===== src/rtl/sqrt_arbiter_if.sv =====
// Bundle of the sqrt_arbiter requester, core and result channels.
// The slave modport is the arbiter's view and the master modport is the environment's view.
interface sqrt_arbiter_if #(
  parameter int N_REQ = 4,
  parameter int WIDTH = 32,
  parameter int ID_W  = $clog2(N_REQ)
);
  // Requester side
  logic [N_REQ-1:0]       i_req_valid;
  logic [N_REQ*WIDTH-1:0] i_req_rad;
  logic [N_REQ-1:0]       o_req_ready;
  // Core side
  logic                   o_sq_start;
  logic [WIDTH-1:0]       o_sq_rad;
  logic                   i_sq_busy;
  logic                   i_sq_valid;
  logic [WIDTH-1:0]       i_sq_root;
  logic [WIDTH-1:0]       i_sq_rem;
  // Result side
  logic                   o_res_valid;
  logic                   i_res_ready;
  logic [ID_W-1:0]        o_res_id;
  logic [WIDTH-1:0]       o_res_root;
  logic [WIDTH-1:0]       o_res_rem;
  logic                   o_res_err;
  logic [7:0]             o_timeout_cnt;
  // Debug view of the sequencer state
  logic [1:0]             o_dbg_state;

  modport slave (
    input  i_req_valid, i_req_rad, i_sq_busy, i_sq_valid, i_sq_root, i_sq_rem, i_res_ready,
    output o_req_ready, o_sq_start, o_sq_rad, o_res_valid, o_res_id, o_res_root, o_res_rem,
           o_res_err, o_timeout_cnt, o_dbg_state
  );

  modport master (
    output i_req_valid, i_req_rad, i_sq_busy, i_sq_valid, i_sq_root, i_sq_rem, i_res_ready,
    input  o_req_ready, o_sq_start, o_sq_rad, o_res_valid, o_res_id, o_res_root, o_res_rem,
           o_res_err, o_timeout_cnt, o_dbg_state
  );
endinterface


===== src/rtl/sqrt_arbiter.sv =====
// Round-robin arbiter that shares one square_root core among N_REQ requesters,
// returns ID-tagged results and issues an error result if the core hangs.
//
// Handshakes: a transfer happens on a rising clock edge where valid and ready are
// both high. A source holds valid and its payload stable until ready; a request
// valid may drop before being granted. Ready never waits on anything but the
// arbiter's own state and the core busy flag.
module sqrt_arbiter #(
  parameter int N_REQ   = 4,
  parameter int WIDTH   = 32,
  parameter int ID_W    = $clog2(N_REQ),
  parameter int TIMEOUT = 64
) (
  input  logic           i_clk,
  input  logic           i_rst_n,
  sqrt_arbiter_if.slave  bus
);

  // The watchdog only needs to count 0..TIMEOUT-1
  localparam int WD_W = $clog2(TIMEOUT);

  typedef enum logic [1:0] {S_IDLE, S_START, S_WAIT, S_RESP} state_t;

  state_t           state_q, state_d;
  logic [ID_W-1:0]  ptr_q, ptr_d;
  logic [ID_W-1:0]  id_q, id_d;
  logic [WIDTH-1:0] rad_q, rad_d;
  logic [WIDTH-1:0] root_q, root_d;
  logic [WIDTH-1:0] rem_q, rem_d;
  logic             err_q, err_d;
  logic             start_q, start_d;
  logic             res_valid_q, res_valid_d;
  logic [WD_W-1:0]  wd_q, wd_d;
  logic [7:0]       tcnt_q, tcnt_d;

  logic             any_valid;
  logic [ID_W-1:0]  winner;
  logic [ID_W:0]    idx;
  logic [N_REQ-1:0] grant;

  // Round-robin search from ptr; scanning offsets downward leaves the nearest valid as winner.
  // Ready is held low during reset so every output reads 0 while reset is asserted.
  always_comb begin
    any_valid = 1'b0;
    winner    = '0;
    idx       = '0;
    grant     = '0;
    for (int i = N_REQ - 1; i >= 0; i--) begin
      idx = {1'b0, ptr_q} + (ID_W+1)'(i);
      if (idx >= (ID_W+1)'(N_REQ)) idx = idx - (ID_W+1)'(N_REQ);
      if (bus.i_req_valid[idx[ID_W-1:0]]) begin
        any_valid = 1'b1;
        winner    = idx[ID_W-1:0];
      end
    end
    if (state_q == S_IDLE && any_valid && !bus.i_sq_busy && i_rst_n) grant[winner] = 1'b1;
  end

  // Sequencer next-state: IDLE -> START -> WAIT -> RESP -> IDLE.
  always_comb begin
    state_d     = state_q;
    ptr_d       = ptr_q;
    id_d        = id_q;
    rad_d       = rad_q;
    root_d      = root_q;
    rem_d       = rem_q;
    err_d       = err_q;
    start_d     = 1'b0;
    res_valid_d = res_valid_q;
    wd_d        = wd_q;
    tcnt_d      = tcnt_q;
    case (state_q)
      S_IDLE: begin
        if (|grant) begin
          rad_d   = bus.i_req_rad[int'(winner)*WIDTH +: WIDTH];
          id_d    = winner;
          start_d = 1'b1;
          state_d = S_START;
        end
      end
      S_START: begin
        wd_d    = '0;
        state_d = S_WAIT;
      end
      S_WAIT: begin
        // A finished core beats the watchdog when both happen in the same cycle
        if (bus.i_sq_valid && !bus.i_sq_busy) begin
          root_d      = bus.i_sq_root;
          rem_d       = bus.i_sq_rem;
          err_d       = 1'b0;
          res_valid_d = 1'b1;
          state_d     = S_RESP;
        end else if (wd_q == WD_W'(TIMEOUT - 1)) begin
          root_d      = '0;
          rem_d       = '0;
          err_d       = 1'b1;
          res_valid_d = 1'b1;
          if (tcnt_q != 8'hFF) tcnt_d = tcnt_q + 8'd1;
          state_d     = S_RESP;
        end else begin
          wd_d = wd_q + WD_W'(1);
        end
      end
      S_RESP: begin
        if (bus.i_res_ready) begin
          res_valid_d = 1'b0;
          ptr_d       = (id_q == ID_W'(N_REQ - 1)) ? '0 : id_q + ID_W'(1);
          state_d     = S_IDLE;
        end
      end
      default: state_d = S_IDLE;
    endcase
  end

  // State and registered outputs; reset abandons any operation in flight.
  always_ff @(posedge i_clk or negedge i_rst_n) begin
    if (!i_rst_n) begin
      state_q     <= S_IDLE;
      ptr_q       <= '0;
      id_q        <= '0;
      rad_q       <= '0;
      root_q      <= '0;
      rem_q       <= '0;
      err_q       <= 1'b0;
      start_q     <= 1'b0;
      res_valid_q <= 1'b0;
      wd_q        <= '0;
      tcnt_q      <= '0;
    end else begin
      state_q     <= state_d;
      ptr_q       <= ptr_d;
      id_q        <= id_d;
      rad_q       <= rad_d;
      root_q      <= root_d;
      rem_q       <= rem_d;
      err_q       <= err_d;
      start_q     <= start_d;
      res_valid_q <= res_valid_d;
      wd_q        <= wd_d;
      tcnt_q      <= tcnt_d;
    end
  end

  assign bus.o_req_ready   = grant;
  assign bus.o_sq_start    = start_q;
  assign bus.o_sq_rad      = rad_q;
  assign bus.o_res_valid   = res_valid_q;
  assign bus.o_res_id      = id_q;
  assign bus.o_res_root    = root_q;
  assign bus.o_res_rem     = rem_q;
  assign bus.o_res_err     = err_q;
  assign bus.o_timeout_cnt = tcnt_q;
  assign bus.o_dbg_state   = state_q;

endmodule


===== src/flat_wrapper.sv =====
// flat-port wrapper written by rule: the top's interface ports become plain ports
module sqrt_arbiter_flat 
#(
  parameter int N_REQ   = 4,
  parameter int WIDTH   = 32,
  parameter int ID_W    = $clog2(N_REQ),
  parameter int TIMEOUT = 64
)
  (i_clk, i_rst_n, bus_i_req_valid, bus_i_req_rad, bus_i_sq_busy, bus_i_sq_valid, bus_i_sq_root, bus_i_sq_rem, bus_i_res_ready, bus_o_req_ready, bus_o_sq_start, bus_o_sq_rad, bus_o_res_valid, bus_o_res_id, bus_o_res_root, bus_o_res_rem, bus_o_res_err, bus_o_timeout_cnt, bus_o_dbg_state);
  sqrt_arbiter_if #(.N_REQ(N_REQ), .WIDTH(WIDTH), .ID_W(ID_W)) bus_i ();
  input  logic i_clk;
  input  logic i_rst_n;
  input wire logic [$bits(bus_i.i_req_valid)-1:0] bus_i_req_valid;
  input wire logic [$bits(bus_i.i_req_rad)-1:0] bus_i_req_rad;
  input wire logic [$bits(bus_i.i_sq_busy)-1:0] bus_i_sq_busy;
  input wire logic [$bits(bus_i.i_sq_valid)-1:0] bus_i_sq_valid;
  input wire logic [$bits(bus_i.i_sq_root)-1:0] bus_i_sq_root;
  input wire logic [$bits(bus_i.i_sq_rem)-1:0] bus_i_sq_rem;
  input wire logic [$bits(bus_i.i_res_ready)-1:0] bus_i_res_ready;
  output wire logic [$bits(bus_i.o_req_ready)-1:0] bus_o_req_ready;
  output wire logic [$bits(bus_i.o_sq_start)-1:0] bus_o_sq_start;
  output wire logic [$bits(bus_i.o_sq_rad)-1:0] bus_o_sq_rad;
  output wire logic [$bits(bus_i.o_res_valid)-1:0] bus_o_res_valid;
  output wire logic [$bits(bus_i.o_res_id)-1:0] bus_o_res_id;
  output wire logic [$bits(bus_i.o_res_root)-1:0] bus_o_res_root;
  output wire logic [$bits(bus_i.o_res_rem)-1:0] bus_o_res_rem;
  output wire logic [$bits(bus_i.o_res_err)-1:0] bus_o_res_err;
  output wire logic [$bits(bus_i.o_timeout_cnt)-1:0] bus_o_timeout_cnt;
  output wire logic [$bits(bus_i.o_dbg_state)-1:0] bus_o_dbg_state;
  assign bus_i.i_req_valid = bus_i_req_valid;
  assign bus_i.i_req_rad = bus_i_req_rad;
  assign bus_i.i_sq_busy = bus_i_sq_busy;
  assign bus_i.i_sq_valid = bus_i_sq_valid;
  assign bus_i.i_sq_root = bus_i_sq_root;
  assign bus_i.i_sq_rem = bus_i_sq_rem;
  assign bus_i.i_res_ready = bus_i_res_ready;
  assign bus_o_req_ready = bus_i.o_req_ready;
  assign bus_o_sq_start = bus_i.o_sq_start;
  assign bus_o_sq_rad = bus_i.o_sq_rad;
  assign bus_o_res_valid = bus_i.o_res_valid;
  assign bus_o_res_id = bus_i.o_res_id;
  assign bus_o_res_root = bus_i.o_res_root;
  assign bus_o_res_rem = bus_i.o_res_rem;
  assign bus_o_res_err = bus_i.o_res_err;
  assign bus_o_timeout_cnt = bus_i.o_timeout_cnt;
  assign bus_o_dbg_state = bus_i.o_dbg_state;
  sqrt_arbiter #(.N_REQ(N_REQ), .WIDTH(WIDTH), .ID_W(ID_W), .TIMEOUT(TIMEOUT)) u_core (.i_clk(i_clk), .i_rst_n(i_rst_n), .bus(bus_i));
endmodule

===== config.mk =====
export PLATFORM = sky130hd
export DESIGN_NAME = sqrt_arbiter_flat
export DESIGN_NICKNAME = d
export VERILOG_FILES = /design/src/rtl/sqrt_arbiter_if.sv /design/src/rtl/sqrt_arbiter.sv /design/src/flat_wrapper.sv
export SDC_FILE = /design/constraint.sdc
export NUM_CORES = 1
export LEC_CHECK = 0
export CORE_MARGIN = 2
export CORE_UTILIZATION = 39
export CTS_BUF_LIST = sky130_fd_sc_hd__clkbuf_16
export DETAILED_ROUTE_END_ITERATION = 8
export PLACE_DENSITY = 0.83
export RECOVER_POWER = 100
export SYNTH_ARGS = -nofsm -noshare
export SYNTH_HDL_FRONTEND = slang
export SYNTH_SLANG_ARGS = --single-unit

===== constraint.sdc =====
create_clock -name i_clk -period 3.4 [get_ports i_clk]
set_input_delay 1.02 -clock i_clk [delete_from_list [all_inputs] [get_ports i_clk]]
set_output_delay 1.02 -clock i_clk [all_outputs]
set_load 0.03 [all_outputs]

==> run_results.csv <==
group,metric,value,unit
yosys,synth.mux.area_fraction,0.04818,
timing,worstMarginPinSlew,1.546,ns
yosys,number_of_synthesized_register_bits,119,
timing,rsz0062_at_grt,"false",
floorplanning,die_h,125.3,um
hold_path,worst_min_delay_path_endpoint,"u_core.bus.o_res_root[3]$_DFFE_PN0P_",
detailed_routing,routed-via-count,5891,
grt,global_route_wire_length_before_repair,32830,um
yosys,compound_gate_fraction_of_synth_area,0.2862,
cts,num_cts_buffers,17,
grt,vias_in_the_first_global_route,6405,
detailed_routing,route.detailed.wl_per_inst,19.71,um
yosys,ys_warns,0,
cts,htreeDepth,4,
cts,clk_latency,0.42,ns
hold_path,worst_hold_startpoint,"u_core.bus.o_res_root[3]$_DFFE_PN0P_",
timing,clock_skew,0.007842,ns
grt,gr-usage-all-layers,0.2618,
hold_path,worstHoldPathType,"flip-flop to flip-flop",
worst_setup_path,critical-path-top-cell-by-count,"buf_4",
outcome,status,"finished with violations",
floorplanning,start_util,0.3964,
worst_setup_path,startpoint_type,"input pin",
yosys,synthArstFlopShare,1.000,
place,place_inst,995,
cts,clock_tree.buffer_depth,2,
cts,clk_transition_reported_paths,0.06,ns
power,power.static_leakage,0.004393,uW
yosys,synthXorXnorAreaFrac,0.01373,
grt,grt_max_degree,66,
timing,finalSetupViolCount,0,
yosys,mappedNetlistNets,713,
yosys,post_synthesis_adder_cell_area_fraction,0.01308,
yosys,synth_sequential_area_ratio,0.5189,
floorplanning,die_w,125.3,um
power,vdd_drop_max,0.0005917,V
flow_run,maxcap_viol_count,1,
worst_setup_path,timing_worst_setup_path_type,"input pin to output pin",
worst_setup_path,crit_path_cell_trace,"clkdlybuf4s50_1, nand3b_1, buf_4, buf_4, nor2b_1, buf_4",
place,port-buffer-count,315,
layout,layout.cells.most_common,"clkdlybuf4s50_1",
detailed_routing,ant_nets,0,
detailed_routing,drt_wl_total,20300,um
worst_setup_path,setup.worst_path.end_class,"output pin",
worst_setup_path,critical_path.max_fanout,2,
power,power_dens_cells,860.7,mW/mm2
worst_setup_path,cp_num_buf_inv,4,
layout,most_used_cells_in_the_layout_excluding_fill_and_tap_cells,"clkdlybuf4s50_1, dfrtp_1, dlygate4sd3_1",
power,power.total,8458,uW
worst_setup_path,delay_contributed_by_the_slowest_stage_of_the_critical_path,0.42,ns
worst_setup_path,critical_path.reg2reg.startpoint,"u_core.bus.o_dbg_state[0]$_DFFE_PN0P_",
worst_setup_path,endpoint_arrival_time_on_the_critical_path,2.32,ns
grt,number_of_antenna_violations_at_the_first_check_in_global_routing,1,
outcome,violations,"max-capacitance violations, max-slew violations",
timing,hold_slack,0.4933,ns
timing,slew_viol_final,62,
floorplanning,die_area,0.01570,mm2
place,gp_congestion,0.9387,
floorplanning,placeableCoreArea,0.01448,mm2
yosys,syn_area,0.005739,mm2
detailed_routing,dr.first_iter.drc_count,368,
yosys,synth_cells,506,
floorplanning,floorplan.io_pins,316,
layout,final_nets,1039,
timing,headroom_to_the_max_slew_limit,-0.03073,
worst_setup_path,critPathTopFamily,"buffers and inverters",
worst_setup_path,timing.critical_path.slowest_stage_cell,"clkdlybuf4s50_1",
timing,fmaxAchievable,299.5,MHz
worst_setup_path,required,2.38,ns
timing,layout_min_cycle_time,3.338,ns
floorplanning,core.rowCount,44,
layout,drive_above_1_share,0.1148,
detailed_routing,drt_first_pass_iters,5,
cts,tritoncts_num_sinks,119,
yosys,synth_area_per_cell,11.34,um2
worst_setup_path,r2r_end,"u_core.bus.o_res_rem[10]$_DFFE_PN0P_",
layout,synthToLayoutAreaGrowth,71.22,%
worst_setup_path,reg2reg_depth,7,
detailed_routing,remaining_drc_errors,0,
yosys,edff_count_synth,0,
grt,grt_remaining_overflow,0,
detailed_routing,avgViaCountPerCell,5.719,
timing,finalCritPeriodShare,0.9819,
yosys,synth_simple_gate_area_share,0.07914,
cts,tritoncts,"built",
yosys,combinational_family_with_the_most_area_after_synthesis,"compound AO/OA/AOI/OAI gates",
timing,final_hold_viol_count,0,
worst_setup_path,worst-r2r-setup-slack,0.41,ns
place,post_detailed_placement_half_perimeter_wirelength,14790,um
hold_path,min_delay_path_depth,1,
layout,layoutNonFillerInstCount,1030,
yosys,ys_dominant_reg_cell,"dfrtp_1",
cts,cts_root_buf,"clkbuf_16",
yosys,yosys_cell_types,51,
## power breakdown
group / switching, uW / leakage (uW) / total, uW / internal (uW)
Combinational: 2370 / 0.00261 / 4160 / 1790
Clock: 672 / 0.000296 / 1900 / 1230
Sequential: 390 / 0.00149 / 2400 / 2010
Total: 3430 / 0.00439 / 8460 / 5030
## synthesized netlist by cell type, drive strengths merged (2+ instances only)
master / instances / area, um2
dfrtp: 119 / 2978
a22o: 65 / 569.3
a21oi: 39 / 195.2
o21ai: 37 / 185.2
nand3: 35 / 175.2
a221o: 32 / 320.3
clkbuf: 25 / 96.34
o22a: 18 / 157.7
buf: 17 / 100.1
mux2: 17 / 236.5
nand2: 14 / 60.06
inv: 10 / 37.54
nor2: 8 / 30.03
xnor2: 8 / 70.07
ha: 6 / 75.07
nor3: 5 / 35.03
a211oi: 4 / 42.54
and3: 4 / 25.02
mux2i: 4 / 40.04
nand4: 4 / 25.02
a21o: 3 / 22.52
nor2b: 3 / 18.77
o2bb2ai: 3 / 26.28
a31oi: 2 / 12.51
and2: 2 / 12.51
and2b: 2 / 15.01
nand3b: 2 / 15.01
o21bai: 2 / 15.01
or2: 2 / 12.51
## worst max-delay path by stage
stage / start / to / slack [ns] / cells after the start
finish: bus_i_sq_busy / bus_o_req_ready[2] / 0.06 / 6
global route: bus_i_req_valid[1] / bus_o_req_ready[3] / 0.005 / 7
CTS: bus_i_sq_busy / bus_o_req_ready[0] / 0.03 / 6
detailed placement: bus_i_req_valid[1] / u_core.bus.o_sq_rad[18]$_DFFE_PN0P_ / -0.24 / 7
global placement: bus_i_req_valid[0] / bus_o_req_ready[1] / -0.13 / 7
floorplan: bus_i_req_valid[3] / bus_o_req_ready[1] / 0.06 / 6
## kinds of logic after synthesis
| group | count (synthesis) |
|---|---|
| mux | 21 |
| buf+inv | 52 |
| compound gates | 214 |
| simple gates | 85 |
| fa+ha+maj | 6 |
| xor+xnor | 9 |
| flops | 119 |
## metal layers
layer  part of all wire  vias up  global-route usage
met5                  0        -                   0
met4              0.048        0              0.1451
met3              0.078       76             0.07317
met2               0.50      327              0.4511
met1               0.37     2873              0.2930
li1                   -     2615                   -
## layout make-up
class | instances | area [um2]
Inverter | 10 | 37.54
Fill cell | 1063 | 4652
Antenna cell | 1 | 2.502
Clock inverter | 15 | 198.9
Timing Repair Buffer | 349 | 3383
Sequential cell | 119 | 2978
Clock buffer | 17 | 425.4
Multi-Input combinational cell | 335 | 2571
Tap cell | 184 | 230.2
## through the flow
step / TNS (ns) / utilization / setup WS, ns / cell area, um2
floorplan: 0 / - / 0.06214 / 5754
global placement: -1.561 / 0.6352 / -0.1283 / 9196
detailed placement: -3.828 / 0.6352 / -0.2410 / 9196
CTS: 0 / 0.6790 / 0.03170 / 9831
global route: 0 / 0.6787 / 0.004501 / 9827
finish: 0 / 0.6787 / 0.06157 / 9827
## sequential cells by signal, summed over array words and instances (netlist names)
register	cells
u_core.bus.o_dbg_state	2
u_core.bus.o_res_err	1
u_core.bus.o_res_id	2
u_core.bus.o_res_rem	32
u_core.bus.o_res_root	32
u_core.bus.o_res_valid	1
u_core.bus.o_sq_rad	32
u_core.bus.o_sq_start	1
u_core.bus.o_timeout_cnt	8
u_core.ptr_q	2
u_core.wd_q	6
## repair_timing
item                       in CTS  in global routing
resized for setup               7                  6
pin swaps                       0                  3
setup endpoints to repair       4                  2
hold buffers                    0                  0
setup buffers                   0                  2
(Power assumes the default switching activity.)
